$ cat config.mk
export PLATFORM = sky130hd
export DESIGN_NAME = saxo_capture_ctl
export DESIGN_NICKNAME = d
export VERILOG_FILES = /design/src/rtl/saxo_capture_ctl.sv
export SDC_FILE = /design/constraint.sdc
export NUM_CORES = 1
export LEC_CHECK = 0
export ABC_AREA = 1
export BUFFER_PORTS_ARGS = -buffer_cell sky130_fd_sc_hd__clkbuf_2
export CORE_ASPECT_RATIO = 0.8
export CORE_UTILIZATION = 58
export CTS_BUF_LIST = sky130_fd_sc_hd__clkbuf_2 sky130_fd_sc_hd__clkbuf_4 sky130_fd_sc_hd__clkbuf_8
export DETAILED_ROUTE_END_ITERATION = 16
export PLACE_DENSITY = 0.86
export SLEW_MARGIN = 40
export SYNTH_ARGS = -nofsm -noshare
export SYNTH_HDL_FRONTEND = slang
export SYNTH_SLANG_ARGS = --single-unit
export TNS_END_PERCENT = 100
$ cat constraint.sdc
create_clock -name FIFO_clk -period 2.01 [get_ports FIFO_clk]
set_input_delay 0 -clock FIFO_clk [delete_from_list [all_inputs] [get_ports FIFO_clk]]
set_output_delay 0 -clock FIFO_clk [all_outputs]
set_load 0.005 [all_outputs]
$ cat src/rtl/saxo_capture_ctl.sv
// Saxo capture controller: decimates probe_sync, optional masked trigger (CAPTURE_TRIGGER_EN), writes runs to FX2 FIFO4 ending in one PKTEND.
// Latency: a sample taken on a divider tick appears on fifo_wr/fifo_dataout one cycle later; all outputs registered.
// Backpressure: fifo_ready low drops the sample (sticky overflow, saturating drop_count) instead of stalling; FLUSH waits for fifo_ready.
module saxo_capture_ctl #(
    parameter int DIV_W  = 16,
    parameter int LEN_W  = 24,
    parameter int DROP_W = 16
) (
    input  logic              FIFO_clk,
    input  logic              reset,
    input  logic [7:0]        probe_sync,
    input  logic              arm,
    input  logic              abort,
    input  logic [7:0]        trig_mask,
    input  logic [7:0]        trig_value,
    input  logic [DIV_W-1:0]  sample_div,
    input  logic [LEN_W-1:0]  capture_len,
    input  logic              fifo_ready,
    output logic              fifo_wr,
    output logic              fifo_pktend,
    output logic [7:0]        fifo_dataout,
    output logic              busy,
    output logic              overflow,
    output logic [DROP_W-1:0] drop_count,
    output logic [1:0]        state
);

    typedef enum logic [1:0] {
        ST_IDLE    = 2'd0,
        ST_ARMED   = 2'd1,
        ST_CAPTURE = 2'd2,
        ST_FLUSH   = 2'd3
    } state_t;

    state_t             state_q, state_d;
    logic [DIV_W-1:0]   div_q, div_d;
    logic [LEN_W-1:0]   remaining_q, remaining_d;
    logic               fifo_wr_q, fifo_wr_d;
    logic               fifo_pktend_q, fifo_pktend_d;
    logic [7:0]         fifo_dataout_q, fifo_dataout_d;
    logic               busy_q, busy_d;
    logic               overflow_q, overflow_d;
    logic [DROP_W-1:0]  drop_count_q, drop_count_d;

    logic div_run;
    logic tick;
    logic take_sample;

`ifdef CAPTURE_TRIGGER_EN
    logic trig_hit;
    assign trig_hit = (((probe_sync ^ trig_value) & trig_mask) == 8'h00);
`else
    logic unused_trig;
    assign unused_trig = ^{trig_mask, trig_value};
`endif

    assign div_run = (state_q == ST_ARMED) || (state_q == ST_CAPTURE);
    assign tick    = div_run && (div_q == '0);

    always_comb begin
        state_d        = state_q;
        div_d          = div_q;
        remaining_d    = remaining_q;
        fifo_wr_d      = 1'b0;
        fifo_pktend_d  = 1'b0;
        fifo_dataout_d = fifo_dataout_q;
        overflow_d     = overflow_q;
        drop_count_d   = drop_count_q;
        take_sample    = 1'b0;

        if (div_run) begin
            div_d = tick ? sample_div : (div_q - 1'b1);
        end

        case (state_q)
            ST_IDLE: begin
                if (arm && !abort) begin
                    remaining_d  = capture_len;
                    overflow_d   = 1'b0;
                    drop_count_d = '0;
                    div_d        = sample_div;
`ifdef CAPTURE_TRIGGER_EN
                    state_d      = ST_ARMED;
`else
                    state_d      = ST_CAPTURE;
`endif
                end
            end
`ifdef CAPTURE_TRIGGER_EN
            ST_ARMED: begin
                if (abort) begin
                    state_d = ST_IDLE;
                end else if (tick && trig_hit) begin
                    // The triggering sample is the first sample of the run.
                    take_sample = 1'b1;
                    state_d     = ST_CAPTURE;
                end
            end
`endif
            ST_CAPTURE: begin
                if (abort) begin
                    state_d = ST_FLUSH;
                end else if (tick) begin
                    take_sample = 1'b1;
                end
            end
            ST_FLUSH: begin
                if (fifo_ready) begin
                    fifo_pktend_d = 1'b1;
                    state_d       = ST_IDLE;
                end
            end
            default: begin
                state_d = ST_IDLE;
            end
        endcase

        if (take_sample) begin
            if (fifo_ready) begin
                fifo_wr_d      = 1'b1;
                fifo_dataout_d = probe_sync;
            end else begin
                overflow_d = 1'b1;
                if (drop_count_q != '1) begin
                    drop_count_d = drop_count_q + 1'b1;
                end
            end
            // A latched length of zero never counts down, giving a continuous run.
            if (remaining_q != '0) begin
                remaining_d = remaining_q - 1'b1;
                if (remaining_q == LEN_W'(1)) begin
                    state_d = ST_FLUSH;
                end
            end
        end

        busy_d = (state_d != ST_IDLE);
    end

    always_ff @(posedge FIFO_clk or posedge reset) begin
        if (reset) begin
            state_q        <= ST_IDLE;
            div_q          <= '0;
            remaining_q    <= '0;
            fifo_wr_q      <= 1'b0;
            fifo_pktend_q  <= 1'b0;
            fifo_dataout_q <= 8'h00;
            busy_q         <= 1'b0;
            overflow_q     <= 1'b0;
            drop_count_q   <= '0;
        end else begin
            state_q        <= state_d;
            div_q          <= div_d;
            remaining_q    <= remaining_d;
            fifo_wr_q      <= fifo_wr_d;
            fifo_pktend_q  <= fifo_pktend_d;
            fifo_dataout_q <= fifo_dataout_d;
            busy_q         <= busy_d;
            overflow_q     <= overflow_d;
            drop_count_q   <= drop_count_d;
        end
    end

    assign fifo_wr      = fifo_wr_q;
    assign fifo_pktend  = fifo_pktend_q;
    assign fifo_dataout = fifo_dataout_q;
    assign busy         = busy_q;
    assign overflow     = overflow_q;
    assign drop_count   = drop_count_q;
    assign state        = state_q;

endmodule

==> metrics.txt <==
vias in the first global route=4920; period utilization=93.54%; CP bufs+invs=2; final setup fails=0; gp weighted congestion=0.9617; R2R Setup Slk=0.13 ns; initial antenna violation count=0; first-pass GRT wire length=21.96 mm; Syn Nets=773; Starting Density=60.87%; CP delay by family, top=simple AND/OR/NAND/NOR gates; synthesized flop and latch total=70; Core Area=8055 um^2; die area=8828 um^2; DIE WIDTH=104.8 um; HP Class=in -> reg; startpoint types=flop; Max Clock Skew=0.01248 ns; clk sinks=70; required time of the critical path=2.25 ns; DRC=0; total grt overflow=0; Worst slew margin=64.00%; largest net degree at the start of global routing=43; clock transition at the registers of the reported paths=0.09 ns; main flop type after synthesis=dfrtp_1; Row Count=29; Synth-to-Final Area Change=27.05%; Synth cell types=39; WL final=12.83 mm; worst slew pin tran=0.5399 ns; Final ANT Viol Nets=0; Post-Synthesis Cells=693; Total GRT Usage=30.75%; IO buf count=82; Tot Pwr=0.006438 W; Seq/Total Area, Yosys=35.72%; Top Usage Layer GRT=met2; fin area=6230 um^2; Yosys warning count=0; Die Ht=84.24 um; Fin. Hold Viols=0; met3 global-route usage=5.047%; CTS tree=built; Inst Count DP=884; type of the worst setup path=reg -> reg; RSZ-0062 raised after global routing=no; Cell Area, Synth=4903 um^2; DPL Wire Length=9.001 mm; # Max-Cap Violations=0; critical-path cell list=inv_2 > ha_1 > nand2_1 > nor2_1 > nand3_4 > nor2_2 > nand4_4 > buf_12 > nand3_2 > o21ai_2; Placed Area=5473 um^2; Via Count=5037; Post-synth ARST share=100.0%; share of cells above drive strength 1=20.55%; CP endpoint kind=flop; IO Pins=99; Util after Layout=77.34%; Post-synth EDFFs=0; met2 Resource Use GR=53.88%; slowest stage delay, CP=0.43 ns; Worst EP arrival=2.12 ns; min Tclk post-route=1.880 ns; Critical Path Slowest Stage Cell=dfrtp_1; leakage power=3.255 nW; Setup TNS=0 ns; met1 usage=38.32%; peak fanout along the critical path=9; commonest non-fill, non-tap cell in the layout=nand2_1; clock buffer count from CTS=9; H-Tree Depth=3; pwr dens=1033 nW/um^2; worst skew pair latency=0.36 ns; Mean Syn Cell Area=7.076 um^2; Clock Tree Buf Depth=2; Layout fillers=608; worst vdd ir=0.5412 mV; maximum clock rate=531.9 MHz; DR pass1 iterations=5; Root Driver=clkbuf_8; fin nets=917; Avg Vias per Cell=5.302; commonest cells after routing, fill and taps aside=206 x nand2_1, 83 x nor2_1, 82 x clkbuf_2; fin cells=950; status=finished clean; WL/cell=13.50 um; initial DRC count=351; Slew Viols, Final=0; diode count=0
[layout make-up]
class                      instances  area (um^2)  share of cell area [%]
multi-input combinational        518         2724                   43.72
sequential                        70         1752                   28.12
timing repair buffer             149         1056                   16.95
inverter                          89        336.6                   5.403
tap                              108        135.1                   2.169
clock buffer                       9        123.9                   1.988
clock inverter                     7        102.6                   1.647
[worst reg2reg max path, cell delays in order (launching register included)]
cell and delay (ns):
dfrtp_1 0.43, inv_2 0.11, ha_1 0.20, nand2_1 0.06, nor2_1 0.19, nand3_4 0.13
nor2_2 0.15, nand4_4 0.19, buf_12 0.20, nand3_2 0.06, o21ai_2 0.05
[Yosys cell counts, types with 2 or more instances]
library cell	instances	share of area (%)
nand3_1	32	3.3
ha_1	11	2.8
nor2_2	14	1.8
nand2_1	207	16
nand4_4	2	0.87
nand4_1	10	1.3
nor3_1	6	0.61
xor2_1	26	4.6
clkbuf_1	3	0.23
o21ai_1	11	1.1
xnor2_1	11	2.0
buf_6	4	0.92
o21ai_2	5	0.89
nor2_1	87	6.7
a21oi_1	14	1.4
o211ai_1	3	0.46
buf_4	2	0.31
nor3_4	2	0.66
inv_2	2	0.15
buf_2	6	0.61
mux2i_1	7	1.4
a22oi_1	2	0.31
nand3_2	7	1.4
nand2_2	6	0.77
clkinv_1	2	0.15
dfrtp_1	70	36
nor2_4	4	0.92
inv_1	84	6.4
o21ai_0	43	4.4
[registers in the layout, summed over array words and instances (netlist names)]
name	cells
fifo_dataout	8
drop_count	16
busy	1
div_q	16
state	2
fifo_pktend	1
fifo_wr	1
remaining_q	24
overflow	1
[logic make-up (layout without fill, tap and decap cells)]
logic type	after synthesis	after routing	share of synthesized area, %
and+or+nand+nor	381	381	34.93
adders and majority gates	11	11	2.807
buffers and inverters	105	254	9.237
xor gates and xnor gates	37	37	6.609
AOI/OAI and AO/OA	82	82	9.263
DFF	70	70	35.72
muxes	7	7	1.429
[layer usage]
metal | routed length, um | vias up
li1 | - | 2462
met1 | 5368 | 2362
met2 | 6504 | 174
met3 | 621 | 39
met4 | 330 | 0
met5 | 0 | -
[repair_timing]
| action | 4_1_cts | 5_1_grt |
|---|---|---|
| gates resized for setup | 0 | 14 |
| hold endpoints to repair | 116 | 0 |
| endpoints found under the setup margin | 0 | 31 |
| hold buffers | 47 | 0 |
| buffers inserted | 0 | 3 |
[stage by stage]
| stage | worst slack, ns | hold WS (ns) |
|---|---|---|
| 3_3_place_gp | 0.1489 | 0.07865 |
| 6_report | 0.1298 | 0.01666 |
| 5_1_grt | 0.01310 | 0.01236 |
| 4_1_cts | 0.0002569 | 0.01068 |
| 2_1_floorplan | 0.1791 | 0.1166 |
| 3_5_place_dp | 0.03807 | 0.08060 |
[power breakdown]
group | leakage (nW) | switching (W) | total [W] | internal, W
Clock | 0.111 | 0.000606 | 0.00132 | 0.000716
Combinational | 2.27 | 0.00169 | 0.00280 | 0.00111
Sequential | 0.873 | 0.000460 | 0.00231 | 0.00185
[path summary, 6_finish.rpt]
path | to | from | cells after the start
max | drop_count[0] | div_q[0] | 10
min | remaining_q[19] | capture_len[19] | 3
max reg2reg | drop_count[0] | div_q[0] | 10
min reg2reg | fifo_dataout[1] | fifo_dataout[1] | 2
max in group asynchronous | div_q[2] | reset | 4
min in group asynchronous | drop_count[10] | reset | 4
No activity file was read; power rests on OpenSTA's default activity.
